--- src/rtl/merge_arbiter.sv ---
`default_nettype none
// +-----------------------------------------------------------------------------+
// | merge_arbiter: weighted round-robin packet merge of two streams into one    |
// | registered output stage.                                   Revision: 1.0    |
// +-----------------------------------------------------------------------------+
module merge_arbiter #(
  parameter int WIDTH    = 33,
  parameter int WEIGHT_A = 1
) (
  input  logic             clk,
  input  logic             rst_n,
  input  logic             a_valid,
  output logic             a_ready,
  input  logic [WIDTH-1:0] a_data,
  input  logic             a_last,
  input  logic             b_valid,
  output logic             b_ready,
  input  logic [WIDTH-1:0] b_data,
  input  logic             b_last,
  output logic             o_valid,
  input  logic             o_ready,
  output logic [WIDTH-1:0] o_data,
  output logic             o_sel,
  output logic             o_last,
  output logic             busy
);

  localparam int               CNT_W      = (WEIGHT_A < 2) ? 1 : $clog2(WEIGHT_A + 1);
  localparam logic [CNT_W-1:0] WEIGHT_CNT = CNT_W'(WEIGHT_A);

  localparam logic [1:0] IDLE   = 2'd0;
  localparam logic [1:0] LOCK_A = 2'd1;
  localparam logic [1:0] LOCK_B = 2'd2;

  logic [1:0]       state;
  logic [1:0]       state_next;
  logic             last_win;  // 1 = B won the most recent packet
  logic [CNT_W-1:0] a_cnt;
  logic             load_ok;
  logic             grant_a;
  logic             grant_b;
  logic             take_a;
  logic             take_b;
  logic             take;
  logic             take_last;

  always_comb begin
    grant_a = 1'b0;
    grant_b = 1'b0;
    case (state)
      LOCK_A: grant_a = 1'b1;
      LOCK_B: grant_b = 1'b1;
      default: begin
        if (a_valid && b_valid) begin
          if (last_win || (a_cnt < WEIGHT_CNT)) grant_a = 1'b1;
          else                                  grant_b = 1'b1;
        end else begin
          grant_a = a_valid;
          grant_b = b_valid;
        end
      end
    endcase
  end

  assign load_ok   = !o_valid || o_ready;
  assign a_ready   = rst_n && grant_a && load_ok;
  assign b_ready   = rst_n && grant_b && load_ok;
  assign take_a    = a_valid && a_ready;
  assign take_b    = b_valid && b_ready;
  assign take      = take_a || take_b;
  assign take_last = take_a ? a_last : b_last;

  always_comb begin
    state_next = state;
    if (take) begin
      if (take_last)   state_next = IDLE;
      else if (take_a) state_next = LOCK_A;
      else             state_next = LOCK_B;
    end
  end

  always_ff @(posedge clk) begin
    if (!rst_n) begin
      state    <= IDLE;
      busy     <= 1'b0;
      last_win <= 1'b1;
      a_cnt    <= '0;
      o_valid  <= 1'b0;
      o_data   <= '0;
      o_sel    <= 1'b0;
      o_last   <= 1'b0;
    end else begin
      state <= state_next;
      busy  <= (state_next != IDLE);
      if (take) begin
        o_valid <= 1'b1;
        o_data  <= take_a ? a_data : b_data;
        o_sel   <= take_b;
        o_last  <= take_last;
        // Fairness bookkeeping advances only at packet boundaries.
        if (take_last) begin
          last_win <= take_b;
          if (take_b)                  a_cnt <= '0;
          else if (a_cnt < WEIGHT_CNT) a_cnt <= a_cnt + 1'b1;
        end
      end else if (o_ready) begin
        o_valid <= 1'b0;
      end
    end
  end

endmodule
`default_nettype wire

--- config.mk ---
export PLATFORM = sky130hd
export DESIGN_NAME = merge_arbiter
export DESIGN_NICKNAME = d
export VERILOG_FILES = /design/src/rtl/merge_arbiter.sv
export SDC_FILE = /design/constraint.sdc
export NUM_CORES = 1
export LEC_CHECK = 0
export CORE_UTILIZATION = 40
export CTS_BUF_LIST = sky130_fd_sc_hd__clkbuf_8 sky130_fd_sc_hd__clkbuf_16
export DETAILED_ROUTE_END_ITERATION = 10
export PLACE_DENSITY = 0.95
export SLEW_MARGIN = 20
export SYNTH_ARGS = -nofsm -noshare
export SYNTH_HDL_FRONTEND = slang
export SYNTH_SLANG_ARGS = --single-unit
--- constraint.sdc ---
create_clock -name clk -period 5.3 [get_ports clk]
set_input_delay 1.06 -clock clk [delete_from_list [all_inputs] [get_ports clk]]
set_output_delay 1.06 -clock clk [all_outputs]
set_load 0.1 [all_outputs]
==> impl_results.md, run 1 <==
* Crit path buffers/inverters at 2
* Clk root buf: clkbuf_8
* Most common cell after layout, fill and taps aside: clkdlybuf4s50_1
* Grt total ovfl at 0
* Power per cell area at 345 nW/um^2
* Rel. slew slack at 33.4%
* Critical path capture point type: primary output
* Core Rows at 24
* Syn avg cell area at 7.97 sq um
* Worst slew pin tran at 996 ps
* Synth warn at 0
* # DRC at 0
* Detailed placement HPWL at 3660 microns
* CTS buffer count at 5
* Beginning of the critical path: rst_n
* Max VDD drop at 0.222 mV
* Top cells by area, synth: dfxtp_1 45%, nand2_1 14%, a31oi_1 12%, o21ai_0 9.5%, buf_6 2.4%
* Final min period at 3750 ps
* Crit Reg-Reg Startpoint: state[0]
* Synthesis-to-finish area growth at 63.8%
* Resized Gates After CTS at 0
* Crit-path cells: clkdlybuf4s50_1 -> o211ai_2 -> a21oi_1 -> buf_4
* Die ar. at 4880 sq um
* Layout cell share with drive strength beyond 1 at 6.01%
* Max FO, Critical Path at 17
* Slowest CP cell: clkdlybuf4s50_1
* Placed insts at 377
* Worst-skew pair later-pin latency at 280 ps
* ANT nets after route at 0
* Total number of vias at 1997
* Ant diodes at 0
* Chip height at 69.9 microns
* Area share of the largest cell type after synthesis at 44.6%
* H-tree Lvls at 2
* Routability congestion estimate at 0.876
* Worst path max stage delay at 880 ps
* Critical Path Start Type: input pin
* Yosys reg bits at 41
* Pins Over Slew Limit at 0
* Iteration count of the initial detailed-routing pass at 4
* Delay-heaviest family, CP: buffers and inverters
* Port buffer count at 111
* Distinct cells, synth at 30
* Nets@finish at 407
* Initial DRC count at 119
* Post CTS Setup Buffer Count at 0
* WL final at 5380 microns
* Clk sink count at 41
* Multi-input logic area at 897 sq um
* CTS tree: done
* Finished Core Util at 68.8%
* Final setup viols at 0
* Max Clk Rate at 0.267 GHz
* WL/cell at 14.0 microns
* Unrepaired setup endpoints after global routing: false
* Commonest cells after routing, fill and taps aside: 109 x clkdlybuf4s50_1, 70 x nand2_1, 41 x dfxtp_1, 35 x o21ai_0, 34 x a31oi_1
* Synth area leader: dfxtp_1
* Final instance area at 3020 sq um
* Syn Inst Count at 231
* Status: completed
* Via-to-Cell Ratio at 5.19
* MaxCap Viol Count at 0
* Post-synthesis sequential area ratio at 44.6%
* Number of non-filler instances in the completed layout at 385
* Fin crit share at 70.8%
* Setup TNS at 0 ps
* Min-Delay Path Class: flip-flop to flip-flop
* Clk buf depth at 2
* Critical Path AT at 2690 ps
* Register area at 821 sq um
* Mapped Area at 1840 sq um
* Hold Crit Start: o_sel
* Overall Global Routing Usage at 22.3%
* Worst-path clk slew at 80 ps
* Post-DP Area at 2920 sq um
* Io pins at 112
* Initial antenna violation count at 0
* Initial Util at 42.0%
* Core area at 4380 sq um
* Fillers at 367
* CP Class: input pin to primary output
* WP data required at 4240 ps
* Net Count, Synth at 306
* Die Width at 69.9 microns
* Leakage at 0.00110 uW
* # hold bufs at CTS at 0
* Global-route wire length before repair at 8870 microns
* Clock skew at 5.00 ps
* Vias in the first global route at 1856
* Final hold violations at 0
* Largest net degree at the start of global routing at 74
stage by stage:
step,power [uW],setup WS (ps),hold WS (ps)
after floorplan,693,1380,431
after global placement,817,1600,447
after detailed placement,823,1540,454
after CTS,1050,1540,467
after global routing,1080,1460,484
final,1040,1550,466
power breakdown:
part	internal (uW)	leakage (uW)	switching (uW)	total (uW)
Sequential	342	0.000338	17.7	360
Clock	118	0.0000542	106	224
Combinational	132	0.000709	325	457
layout make-up:
type	count	area share (%)
tap	52	2.16
timing repair buffer	112	36.9
sequential	41	27.2
clock inverter	1	0.166
multi-input combinational	167	29.7
clock buffer	7	3.19
inverter	5	0.622
cells by family (layout without fill, tap and decap cells):
| family | after synthesis | count (layout) | share of synthesized area, % |
|---|---|---|---|
| AOI/OAI and AO/OA | 83 | 83 | 27.5 |
| and+or+nand+nor | 81 | 81 | 19.3 |
| DFF | 41 | 41 | 44.6 |
| buffers and inverters | 23 | 125 | 6.73 |
| adders and majority gates | 2 | 2 | 1.36 |
| muxes | 1 | 1 | 0.543 |
path summary, 6_finish.rpt:
path,to,depth (start not counted),slack (ps)
setup / recovery,b_ready,4,1550
hold / removal,o_sel,2,470
setup reg to reg,busy,7,2760
hold reg to reg,o_sel,2,470
synth_stat cells:
master     n
o21ai_0   35
buf_1      2
nor2b_1    1
nor2_4     1
o21bai_1   1
mux2i_1    1
inv_1      5
o211a_1    1
and2b_4    1
o211ai_2   1
nand2_2    1
a21oi_1    4
a31oi_1   34
ha_1       2
nand2b_2   1
nand4_4    1
clkbuf_1   6
o21ai_1    1
o21ai_4    1
a21o_1     2
or2_4      1
buf_2      6
o21a_1     1
nand2_1   70
a311oi_2   1
nor2_1     3
dfxtp_1   41
a41o_1     1
buf_6      4
nand4b_1   1
sequential cells by signal, summed over array words and instances (netlist names):
| name | flops |
|---|---|
| o_valid | 1 |
| o_last | 1 |
| state | 2 |
| busy | 1 |
| o_sel | 1 |
| last_win | 1 |
| a_cnt | 1 |
| o_data | 33 |
worst reg2reg max path: cells and delay by family, from the launching register on:
kind | cells | cell delay, ps
AOI/OAI and AO/OA | 3 | 470
adders and majority gates | 1 | 400
buffers and inverters | 1 | 60
DFF | 1 | 370
and+or+nand+nor | 2 | 1170
per-layer routing:
| metal | up-vias | wire length, microns | part of all wire (%) | track usage (%) |
|---|---|---|---|---|
| met4 | 0 | 67 | 1.2 | 5.33 |
| met5 | - | 0 | 0 | 0 |
| li1 | 1002 | - | - | - |
| met1 | 906 | 2390 | 44 | 29.2 |
| met2 | 82 | 2570 | 48 | 37.6 |
| met3 | 7 | 350 | 6.5 | 4.76 |
(Power assumes the default switching activity.)
==> run 2: changes to the inputs <==
Settings changed: CORE_UTILIZATION 40 to 37, PLACE_DENSITY 0.95 to 0.91.
Clock period 5.3 ns to 3.5 ns, I/O delays scaled along.
==> impl_results.md, run 2 (synthesis results as in run 1) <==
* Placed insts at 395 (+4.8%)
* Final setup viols at 0 (unchanged)
* Total number of vias at 2048 (+2.6%)
* CTS buffer count at 5 (unchanged)
* Critical path capture point type: primary output
* Resized Gates After CTS at 0 (unchanged)
* Post CTS Setup Buffer Count at 0 (unchanged)
* Unrepaired setup endpoints after global routing: false
* Core area at 4750 sq um (+8.4%)
* CP Class: input pin to primary output
* Critical Path Start Type: input pin
* Min-Delay Path Class: flip-flop to flip-flop
* Detailed placement HPWL at 3760 microns (+2.7%)
* Setup TNS at 0 ps (unchanged)
* WL final at 5420 microns (+0.80%)
* Worst path max stage delay at 440 ps (-440 ps)
* Critical Path AT at 1940 ps (-750 ps)
* WP depth at 5 (+1)
* Worst R2R Path Depth at 7 (unchanged)
* Crit path buffers/inverters at 2 (unchanged)
* Worst-skew pair later-pin latency at 290 ps (about the same)
* Clock skew at 3.30 ps (-1.70 ps)
* Die Width at 72.6 microns (+3.9%)
* Leakage at 0.00111 uW (+0.58%)
* Status: completed
* Initial Util at 38.7% (-3.3 points)
* Pins Over Slew Limit at 0 (unchanged)
* Crit-path cells: clkdlybuf4s50_1 -> nand2b_2 -> o211ai_2 -> a21oi_1 -> buf_12
* H-tree Lvls at 2 (unchanged)
* Rel. slew slack at 34.0% (+0.55 points)
* Fin crit share at 75.3%
* Chip height at 72.6 microns (+3.9%)
* Finished Core Util at 64.3% (-4.5 points)
* Routability congestion estimate at 0.852 (-2.7%)
* Vias in the first global route at 1955 (+5.3%)
* Slowest CP cell: clkdlybuf4s50_1
* Iteration count of the initial detailed-routing pass at 4 (unchanged)
* Initial DRC count at 130 (+9.2%)
* Max VDD drop at 0.238 mV (+7.3%)
* Clk buf depth at 2 (unchanged)
* Global-route wire length before repair at 8580 microns (-3.3%)
* Synthesis-to-finish area growth at 65.9%
* MaxCap Viol Count at 0 (unchanged)
* Layout cell share with drive strength beyond 1 at 6.29% (+0.28 points)
* Largest regs: o_data: 33 flops, state: 2 flops
* Worst hold slack at 466 ps (+0.580 ps)
* Delay-heaviest family, CP: buffers and inverters
* Worst-path clk slew at 70 ps (about the same)
* Max Clk Rate at 0.379 GHz
* Register area at 821 sq um (unchanged)
* Port buffer count at 111 (unchanged)
* Initial antenna violation count at 0 (unchanged)
* Core Rows at 25 (+4.2%)
* CTS tree: done
* Largest register FFs at 33 (unchanged)
* Via-to-Cell Ratio at 5.11 (-1.5%)
* Final hold violations at 0 (unchanged)
* Nets@finish at 410 (+0.74%)
* Number of non-filler instances in the completed layout at 401 (+4.2%)
* Grt total ovfl at 0 (unchanged)
* # DRC at 0 (unchanged)
* Power per cell area at 501 nW/um^2 (+45%)
* Clk sink count at 41 (unchanged)
* Io pins at 112 (unchanged)
* ANT nets after route at 0 (unchanged)
* Die ar. at 5260 sq um (+7.9%)
* Worst slew pin tran at 988 ps (-8.17 ps)
* Most common cell after layout, fill and taps aside: clkdlybuf4s50_1
* Commonest cells after routing, fill and taps aside: 109 x clkdlybuf4s50_1, 70 x nand2_1, 41 x dfxtp_1, 35 x o21ai_0, 34 x a31oi_1
* # hold bufs at CTS at 0 (unchanged)
* Multi-input logic area at 897 sq um (unchanged)
* Clk root buf: clkbuf_8
* Largest net degree at the start of global routing at 39 (-47%)
* Max FO, Critical Path at 4 (-13)
* Ant diodes at 0 (unchanged)
* Overall Global Routing Usage at 20.8% (-1.5 points)
* WL/cell at 13.5 microns (-3.2%)
* Register with the most flip-flops: o_data
* Fillers at 424 (+16%)
* WP data required at 2800 ps (-1440 ps)
* Final min period at 2640 ps
* Hold path cells at 2 (unchanged)
[run 2: per-layer routing]
metal	track usage (%)	routed length [microns]	vias to the layer above
met4	6.97	91	0
met2	38.4	2780	84
met3	5.00	393	7
met1	23.2	2160	952
li1	-	-	1005
met5	0	0	-
[run 2: worst reg2reg max path, stage by stage (launching register included)]
cell and delay [ps]:
dfxtp_1 370, inv_1 60, ha_1 390, o21a_1 210
nand4_4 290, buf_4 340, o21ai_0 200, a31oi_1 70
[run 2: final timing paths]
check | start | end | slack [ps]
setup / recovery | o_ready | b_ready | 860
hold / removal | o_sel | o_sel | 470
setup reg to reg | state[0] | o_data[15] | 1450
hold reg to reg | o_sel | o_sel | 470
[run 2: report_power, final]
part | switching [uW] | internal [uW] | leakage (uW)
Clock | 153 | 131 | 0.0000399
Combinational | 494 | 209 | 0.000730
Sequential | 26.0 | 518 | 0.000338
[run 2: cell type report]
class | instances | share of cell area (%)
Clock buffer | 5 | 2.25
Timing Repair Buffer | 115 | 38.0
Multi-Input combinational cell | 167 | 29.4
Sequential cell | 41 | 26.9
Inverter | 5 | 0.614
Tap cell | 67 | 2.74
Clock inverter | 1 | 0.164
[run 2: metrics by stage]
stage / cell area [sq um] / total power (uW) / setup WS, ps
global placement: 2980 / 1250 / 880
detailed placement: 2980 / 1260 / 801
floorplan: 1840 / 1050 / 236
global route: 3060 / 1590 / 811
CTS: 3060 / 1540 / 855
finish: 3060 / 1530 / 865
==> run 3: changes to the inputs <==
Settings changed: CORE_UTILIZATION 37 to 33, PLACE_DENSITY 0.91 to 0.86.
Clock period 3.5 ns to 2.1 ns, I/O delays scaled along.
==> impl_results.md, run 3 (synthesis results as in run 1) <==
* Status: completed
* Clk root buf: clkbuf_8
* Worst-skew pair later-pin latency at 290 ps (about the same)
* Overall Global Routing Usage at 18.4% (-2.4 points)
* CP Class: input pin to primary output
* Leakage at 0.00122 uW (+10%)
* Power per cell area at 838 nW/um^2 (+67%)
* WL/cell at 13.0 microns (-4.0%)
* Clk sink count at 41 (unchanged)
* Worst R2R Path Depth at 8 (+1)
* Worst-path clk slew at 70 ps (about the same)
* Crit path to: b_ready
* Iteration count of the initial detailed-routing pass at 4 (unchanged)
* Initial antenna violation count at 0 (unchanged)
* Ant diodes at 0 (unchanged)
* ANT nets after route at 0 (unchanged)
* Internal power at 1440 uW (+68%)
* Crit Reg-Reg Startpoint: state[0]
* Pins Over Slew Limit at 0 (unchanged)
* Fin crit share at 96.2%
* Largest net degree at the start of global routing at 46 (+18%)
* Die ar. at 5880 sq um (+12%)
* Max VDD drop at 0.472 mV (+98%)
* Synthesis-to-finish area growth at 67.9%
* Sequential Power Share at 35.1% (-0.4 points)
* Number of non-filler instances in the completed layout at 414 (+3.2%)
* Max FO, Critical Path at 4 (unchanged)
* Vias in the first global route at 1942 (-0.66%)
* Placed insts at 405 (+2.5%)
* Rel. slew slack at 76.8% (+43 points)
* Final setup viols at 0 (unchanged)
* CTS tree: done
* Critical path capture point type: primary output
* Final hold violations at 0 (unchanged)
* Crit Reg-Reg Endpoint: o_data[28]
* Total number of vias at 2028 (-0.98%)
* Routability congestion estimate at 0.824 (-3.2%)
* Grt total ovfl at 0 (unchanged)
* Worst slew pin tran at 344 ps (-643 ps)
* Beginning of the critical path: b_valid
* Power consumption at 2590 uW (+69%)
* Largest register FFs at 33 (unchanged)
* Sw Ratio at 44.3% (+0.29 points)
* Clk buf depth at 2 (unchanged)
* Commonest cells after routing, fill and taps aside: 72 x clkdlybuf4s50_1, 70 x nand2_1, 47 x buf_4, 40 x dfxtp_1, 35 x o21ai_0
* Port buffer count at 111 (unchanged)
* # DRC at 0 (unchanged)
* Chip height at 76.7 microns (+5.7%)
* H-tree Lvls at 2 (unchanged)
* Core Rows at 26 (+4.0%)
* Global-route wire length before repair at 8890 microns (+3.6%)
* Final min period at 2020 ps
* CTS buffer count at 5 (unchanged)
* Clock skew at 5.98 ps (+2.68 ps)
* Nets@finish at 418 (+2.0%)
* Finished Core Util at 59.1% (-5.2 points)
* Detailed placement HPWL at 3870 microns (+2.8%)
* Most common cell after layout, fill and taps aside: clkdlybuf4s50_1
* Largest regs: o_data: 33 flops, state: 2 flops
* Reg-to-reg setup timing slack at 290 ps (-1160 ps)
* Core area at 5240 sq um (+10%)
* WL final at 5380 microns (-0.90%)
* Combinational share of power at 45.8% (about the same)
* Fillers at 477 (+13%)
* Max Clk Rate at 0.495 GHz
* Io pins at 112 (unchanged)
* Critical Path Start Type: input pin
* Initial DRC count at 103 (-21%)
* Layout cell share with drive strength beyond 1 at 20.9% (+15 points)
* WP data required at 1680 ps (-1120 ps)
* Critical Path AT at 1600 ps (-340 ps)
* Sw power at 1150 uW (+70%)
* Multi-input logic area at 925 sq um (+3.1%)
* Die Width at 76.7 microns (+5.7%)
* Register area at 822 sq um (+0.15%)
* Clock power frac at 19.1% (+0.5 points)
* Via-to-Cell Ratio at 4.90 (-4.1%)
* MaxCap Viol Count at 0 (unchanged)
* Setup TNS at 0 ps (unchanged)
* Initial Util at 35.2% (-3.6 points)
* Register with the most flip-flops: o_data
* Min-Delay Path Class: flip-flop to flip-flop
[run 3: power groups by stage]
stage / logic (uW) / clock network (uW) / registers, uW
global placement: 1170 / 0 / 924
finish: 1190 / 495 / 909
CTS: 1180 / 519 / 909
floorplan: 261 / 0 / 1490
global route: 1240 / 563 / 921
detailed placement: 1180 / 0 / 925
[run 3: final cells by class]
| type | instances | share of cell area (%) |
|---|---|---|
| inverter | 5 | 0.607 |
| clock buffer | 5 | 2.22 |
| sequential | 41 | 26.6 |
| multi-input combinational | 167 | 29.9 |
| clock inverter | 3 | 0.566 |
| timing repair buffer | 123 | 37.3 |
| tap | 70 | 2.83 |
[run 3: critical path, cell delays in order]
cell and delay (ps):
clkdlybuf4s50_1 590, o21ai_0 200, a21oi_4 210, buf_12 190
[run 3: routing by layer]
layer / share of wire [%] / GRT usage, % / vias to the layer above
li1: - / - / 1027
met1: 45 / 22.4 / 916
met2: 48 / 32.6 / 81
met3: 6.5 / 4.29 / 4
met4: 0.60 / 4.04 / 0
met5: 0 / 0 / -
[run 3: worst min path at each step]
stage,cells after the start,endpoint,slack [ps],start
final,2,o_sel,460,o_sel
after global routing,2,o_sel,480,o_sel
after CTS,2,o_sel,470,o_sel
after detailed placement,2,o_sel,460,o_sel
after global placement,1,last_win,450,last_win
after floorplan,1,last_win,430,last_win
[run 3: per-stage QoR]
stage	hold slack, ps	worst slack (ps)	cell area (sq um)
after CTS	468	21.6	3080
after global placement	454	123	2980
after global routing	484	-1.05	3090
after detailed placement	456	77.4	2980
after floorplan	431	-2.82	1850
final	462	80.8	3090
[run 3: repair_timing]
action | 4_1_cts | 5_1_grt
gates resized for setup | 2 | 2
buffers inserted | 0 | 1
pin swaps | 0 | 2
hold buffers | 0 | 0
endpoints found under the setup margin | 2 | 1
